**config.mk**
```make
export PLATFORM = sky130hd
export DESIGN_NAME = decoder_scan_reg
export DESIGN_NICKNAME = d
export VERILOG_FILES = /design/src/rtl/decoder_scan_reg.sv
export SDC_FILE = /design/constraint.sdc
export NUM_CORES = 1
export LEC_CHECK = 0
export ABC_AREA = 1
export BUFFER_PORTS_ARGS = -buffer_cell sky130_fd_sc_hd__buf_4
export CAP_MARGIN = 25
export CORE_MARGIN = 2
export CORE_UTILIZATION = 45
export CTS_CLUSTER_SIZE = 28
export DETAILED_ROUTE_END_ITERATION = 10
export GPL_ROUTABILITY_DRIVEN = 0
export GPL_TIMING_DRIVEN = 0
export PLACE_DENSITY = 0.68
export SYNTH_ARGS = -nofsm -noshare
export SYNTH_HDL_FRONTEND = slang
export SYNTH_SLANG_ARGS = --single-unit
export TNS_END_PERCENT = 50
```
**constraint.sdc**
```tcl
create_clock -name clk -period 2.55 [get_ports clk]
set_input_delay 0.255 -clock clk [delete_from_list [all_inputs] [get_ports clk]]
set_output_delay 0.255 -clock clk [all_outputs]
set_load 0.05 [all_outputs]
```
**src/rtl/decoder_scan_reg.sv**
```systemverilog
// Registered IN_W-to-2**IN_W decoder with one-hot, thermometer, free-running scan
// and bounded scan output modes. Scan modes step an internal index every SCAN_DIV clocks.
module decoder_scan_reg #(
    parameter int unsigned IN_W     = 4,
    parameter int unsigned SCAN_DIV = 4
) (
    input  logic                 clk,
    input  logic                 reset,
    input  logic                 enable,
    input  logic [1:0]           mode,
    input  logic [IN_W-1:0]      binary_in,
    output logic [(2**IN_W)-1:0] decoder_out,
    output logic                 out_valid,
    output logic [IN_W-1:0]      scan_idx,
    output logic                 wrap
);

    localparam int unsigned OUT_W = 2 ** IN_W;
    localparam int unsigned DIV_W = (SCAN_DIV > 1) ? $clog2(SCAN_DIV) : 1;
    localparam logic [DIV_W-1:0] DIV_LAST = DIV_W'(SCAN_DIV - 1);
    localparam logic [IN_W-1:0]  IDX_MAX  = IN_W'(OUT_W - 1);

    typedef enum logic [1:0] {
        IDLE   = 2'd0,
        STATIC = 2'd1,
        SCAN   = 2'd2
    } state_t;

    state_t           state_q, state_d;
    logic [1:0]       mode_q;
    logic [DIV_W-1:0] div_q, div_d;
    logic [IN_W-1:0]  idx_d;
    logic [OUT_W-1:0] out_d;
    logic             valid_d;
    logic             wrap_d;

    logic             mode_chg;
    logic             step;
    logic [IN_W-1:0]  limit;
    logic [OUT_W-1:0] onehot;
    logic [OUT_W-1:0] thermo;

    // Static decode of binary_in in both forms
    always_comb begin
        onehot = OUT_W'(1) << binary_in;
        thermo = '0;
        for (int unsigned i = 0; i < OUT_W; i++) begin
            thermo[i] = (i <= 32'(binary_in));
        end
    end

    // Next-state and next-output logic
    always_comb begin
        state_d  = state_q;
        div_d    = div_q;
        idx_d    = scan_idx;
        out_d    = '0;
        valid_d  = 1'b0;
        wrap_d   = 1'b0;
        mode_chg = (mode != mode_q);
        step     = (div_q == DIV_LAST);
        limit    = mode[0] ? binary_in : IDX_MAX;

        if (!enable) begin
            state_d = IDLE;
            div_d   = '0;
            idx_d   = '0;
        end else if (!mode[1]) begin
            state_d = STATIC;
            div_d   = '0;
            idx_d   = '0;
            out_d   = mode[0] ? thermo : onehot;
            valid_d = (state_q != IDLE) && !mode_chg;
        end else begin
            state_d = SCAN;
            valid_d = (state_q != IDLE) && !mode_chg;
            if ((state_q != SCAN) || mode_chg) begin
                // Fresh scan always starts at index 0
                div_d = '0;
                idx_d = '0;
            end else if (step) begin
                div_d = '0;
                // An index above a lowered limit also returns to 0
                if (scan_idx >= limit) begin
                    idx_d  = '0;
                    wrap_d = 1'b1;
                end else begin
                    idx_d = scan_idx + IN_W'(1);
                end
            end else begin
                div_d = div_q + DIV_W'(1);
            end
            out_d = OUT_W'(1) << idx_d;
        end
    end

    // State and output registers with synchronous reset
    always_ff @(posedge clk) begin
        if (reset) begin
            state_q     <= IDLE;
            mode_q      <= '0;
            div_q       <= '0;
            scan_idx    <= '0;
            decoder_out <= '0;
            out_valid   <= 1'b0;
            wrap        <= 1'b0;
        end else begin
            state_q     <= state_d;
            mode_q      <= mode;
            div_q       <= div_d;
            scan_idx    <= idx_d;
            decoder_out <= out_d;
            out_valid   <= valid_d;
            wrap        <= wrap_d;
        end
    end

endmodule
```
==> flow_metrics.env <==
export IMPL_r2r_start="scan_idx[1]$_SDFF_PP0_"
export IMPL_fillerInstances=316
export IMPL_yosys_area_top_type_share_pct=38.5
export IMPL_clock_root_buffer="sky130_fd_sc_hd__clkbuf_4"
export IMPL_synth_most_common_cell="sky130_fd_sc_hd__nand2_1"
export IMPL_route_final_wire_length_um=3070
export IMPL_power_density_nw_per_um2=476
export IMPL_relSlewSlack_pct=76.9
export IMPL_number_of_cts_inserted_buffers=3
export IMPL_setup_worst_path_class="in -> reg"
export IMPL_number_of_global_route_vias_before_repair=1185
export IMPL_route_vias_total=1310
export IMPL_grt_max_degree=17
export IMPL_static_leakage_power_nw=0.870
export IMPL_placement_io_buffers=27
export IMPL_cts_tree="done"
export IMPL_maxSlewViolCount=0
export IMPL_synth_warning_count=0
export IMPL_pin_slew_with_the_least_headroom_to_its_limit_ns=0.344
export IMPL_route_detailed_vias_per_inst=4.76
export IMPL_synth_distinct_cells=29
export IMPL_synth_ff_latch_count=28
export IMPL_netlist_area_before_placement_um2=1460
export IMPL_layout_cells_sized_above_1_pct=23.4
export IMPL_clock_sink_count=28
export IMPL_antenna_cells_inserted=0
export IMPL_fin_hold_ws_ns=0.0717
export IMPL_wire_per_inst_um=11.1
export IMPL_run_status="finished, final reports clean"
export IMPL_floorplan_io_pins=31
export IMPL_overflow=0
export IMPL_global_route_usage_total_pct=19.0
export IMPL_cts_repair_timing_setup_buffer_count=0
export IMPL_worst_skew_pair_late_latency_ns=0.33
export IMPL_power_total_w=0.000840
export IMPL_ys_async_sr_fraction_pct=0
export IMPL_syn_mean_instance_area_um2=7.28
export IMPL_period_needed_ns=1.94
export IMPL_synth_seq_area_share_pct=38.5
export IMPL_synth_cells_most_frequent="sky130_fd_sc_hd__nand2_1, sky130_fd_sc_hd__dfxtp_1, sky130_fd_sc_hd__inv_1"
export IMPL_worstPathArrival_ns=2.19
export IMPL_placedInstanceArea_um2=1710
export IMPL_max_cap_violations=0
export IMPL_die_area_um2=3700
export IMPL_postSynth_topFlopCell="sky130_fd_sc_hd__dfxtp_1"
export IMPL_grt_antenna_before_repair=0
export IMPL_peakVddDrop_mv=0.447
export IMPL_placeableCoreArea_um2=3050
export IMPL_vert_die_dim_um=60.9
export IMPL_critical_path_startpoint="mode[0]"
export IMPL_min_path_type="in -> reg"
export IMPL_multi_input_comb_area_um2=738
export IMPL_stdcell_area_um2=1770
export IMPL_synth_edf_count=0
export IMPL_ys_top_cells_by_area="sky130_fd_sc_hd__dfxtp_1, sky130_fd_sc_hd__nand2_1, sky130_fd_sc_hd__inv_1"
export IMPL_worstRegToRegCells=11
export IMPL_hold_path_depth=2
export IMPL_crit_path_end_kind="flop"
export IMPL_drt_first_pass_iters=4
export IMPL_place_detailed_hpwl_um=2440
export IMPL_cts_path_max_buffers=2
export IMPL_skew_ns=0.00310
export IMPL_min_period_over_period_pct=76.1
export IMPL_floorplan_initialDensity_pct=47.7
export IMPL_clk_pin_slew_ns=0.14
export IMPL_first_iter_violations=39
export IMPL_rsz0062_at_grt="false"
export IMPL_setup_viol_count_final=0
export IMPL_critical_path_required_ns=2.80
export IMPL_max_clock_freq_ghz=0.515
export IMPL_synth_top_cell_by_area="sky130_fd_sc_hd__dfxtp_1"
export IMPL_die_x_um=60.9
export IMPL_synth_cells=200
export IMPL_cp_max_fo=10
export IMPL_hold_path_startpoint="reset"
export IMPL_floorplan_rows=20
export IMPL_sequential_cell_area_um2=561
export IMPL_pre_cts_slack_ns=0.240
export IMPL_hold_buf_count_cts=0
export IMPL_synthesis_nets=215
export IMPL_cts_repair_resized=0
export IMPL_synthToLayoutAreaGrowth_pct=21.3
export IMPL_final_net_count=247
export IMPL_hold_violations=0
export IMPL_drcViolationCount=0
export IMPL_antenna_left=0
export IMPL_setup_ws_post_layout_ns=0.608
export IMPL_clock_tree_htree_level_count=1
export IMPL_fin_setup_tns_ns=0
export IMPL_grt_pass1_wl_um=5240
export IMPL_critPathLaunchType="primary input"
[path summary, 6_finish.rpt]
| check | endpoint | slack, ns |
|---|---|---|
| setup / recovery | decoder_out[5]$_SDFF_PP0_ | 0.61 |
| hold / removal | mode_q[1]$_SDFF_PP0_ | 0.07 |
| setup reg to reg | decoder_out[5]$_SDFF_PP0_ | 0.73 |
| hold reg to reg | div_q[0]$_SDFF_PP0_ | 0.43 |
[through the flow]
step,std cells,utilization [%]
floorplan,200,-
global placement,271,56.1
detailed placement,271,56.1
CTS,275,57.8
global route,275,57.8
finish,275,57.8
[kinds of logic after synthesis]
group                    share of synthesized area, %
AO/OA/AOI/OAI                                    12.8
AND/OR/NAND/NOR                                  29.3
buffers and inverters                            10.7
flip-flops                                       38.5
XOR/XNOR                                         3.44
adder cells (fa/ha/maj)                          5.16
[critical path: stages]
cell and delay [ns]:
sky130_fd_sc_hd__buf_4 0.12, sky130_fd_sc_hd__buf_2 0.18, sky130_fd_sc_hd__inv_1 0.25, sky130_fd_sc_hd__nor2_1 0.08
sky130_fd_sc_hd__ha_1 0.31, sky130_fd_sc_hd__a21oi_1 0.17, sky130_fd_sc_hd__nand3_1 0.16, sky130_fd_sc_hd__nand2_1 0.19
sky130_fd_sc_hd__nand3_1 0.11, sky130_fd_sc_hd__nand2_2 0.16, sky130_fd_sc_hd__inv_2 0.06, sky130_fd_sc_hd__nand2_1 0.08
sky130_fd_sc_hd__nand2_1 0.05
[placed cells by master, fill, tap and decap left out]
master	n
sky130_fd_sc_hd__buf_4	29
sky130_fd_sc_hd__bufinv_16	1
sky130_fd_sc_hd__nor2_1	25
sky130_fd_sc_hd__inv_2	3
sky130_fd_sc_hd__nor3_1	5
sky130_fd_sc_hd__ha_1	6
sky130_fd_sc_hd__clkinv_2	1
sky130_fd_sc_hd__o2111ai_1	1
sky130_fd_sc_hd__o41ai_1	1
sky130_fd_sc_hd__nor2_2	2
sky130_fd_sc_hd__buf_2	4
sky130_fd_sc_hd__a211oi_1	1
sky130_fd_sc_hd__o31ai_1	3
sky130_fd_sc_hd__o21bai_1	5
sky130_fd_sc_hd__xor2_2	2
sky130_fd_sc_hd__a21oi_2	1
sky130_fd_sc_hd__or2_2	1
sky130_fd_sc_hd__nand2_1	41
sky130_fd_sc_hd__nand2_2	4
sky130_fd_sc_hd__inv_1	28
sky130_fd_sc_hd__o21ai_1	8
sky130_fd_sc_hd__nand4_1	7
sky130_fd_sc_hd__xnor2_1	2
sky130_fd_sc_hd__a21oi_1	3
sky130_fd_sc_hd__nand3_2	2
sky130_fd_sc_hd__o211ai_1	3
sky130_fd_sc_hd__clkbuf_4	3
sky130_fd_sc_hd__nor2_4	1
sky130_fd_sc_hd__nand3_1	7
sky130_fd_sc_hd__o21ai_0	3
sky130_fd_sc_hd__dfxtp_1	28
[flip-flops by register name, summed over array words and instances, names as in the netlist]
name         flops
decoder_out     16
scan_idx         4
div_q            2
mode_q           2
state_q          2
out_valid        1
wrap             1
[area by class of cell]
cell class,instances,area share (%)
clock inverter,1,1.70
sequential,28,31.8
multi-input combinational,134,41.8
tap,44,3.12
clock buffer,3,1.28
buffer,6,1.98
inverter,32,6.87
timing repair buffer,27,11.5
[per-layer routing]
layer  vias to the layer above  GRT usage, %  routed length (um)
li1                        709             -                   -
met1                       559          24.9                1490
met2                        35          31.8                1370
met3                         7          4.48                 165
met4                         0          4.66                  37
met5                         -             0                   0
[power by group]
group,internal [W],total [W],switching [W]
Combinational,0.0000327,0.000102,0.0000696
Sequential,0.000446,0.000449,0.00000279
Clock,0.000159,0.000288,0.000129
Total,0.000638,0.000840,0.000202
Power figures use the tool's default switching activity.
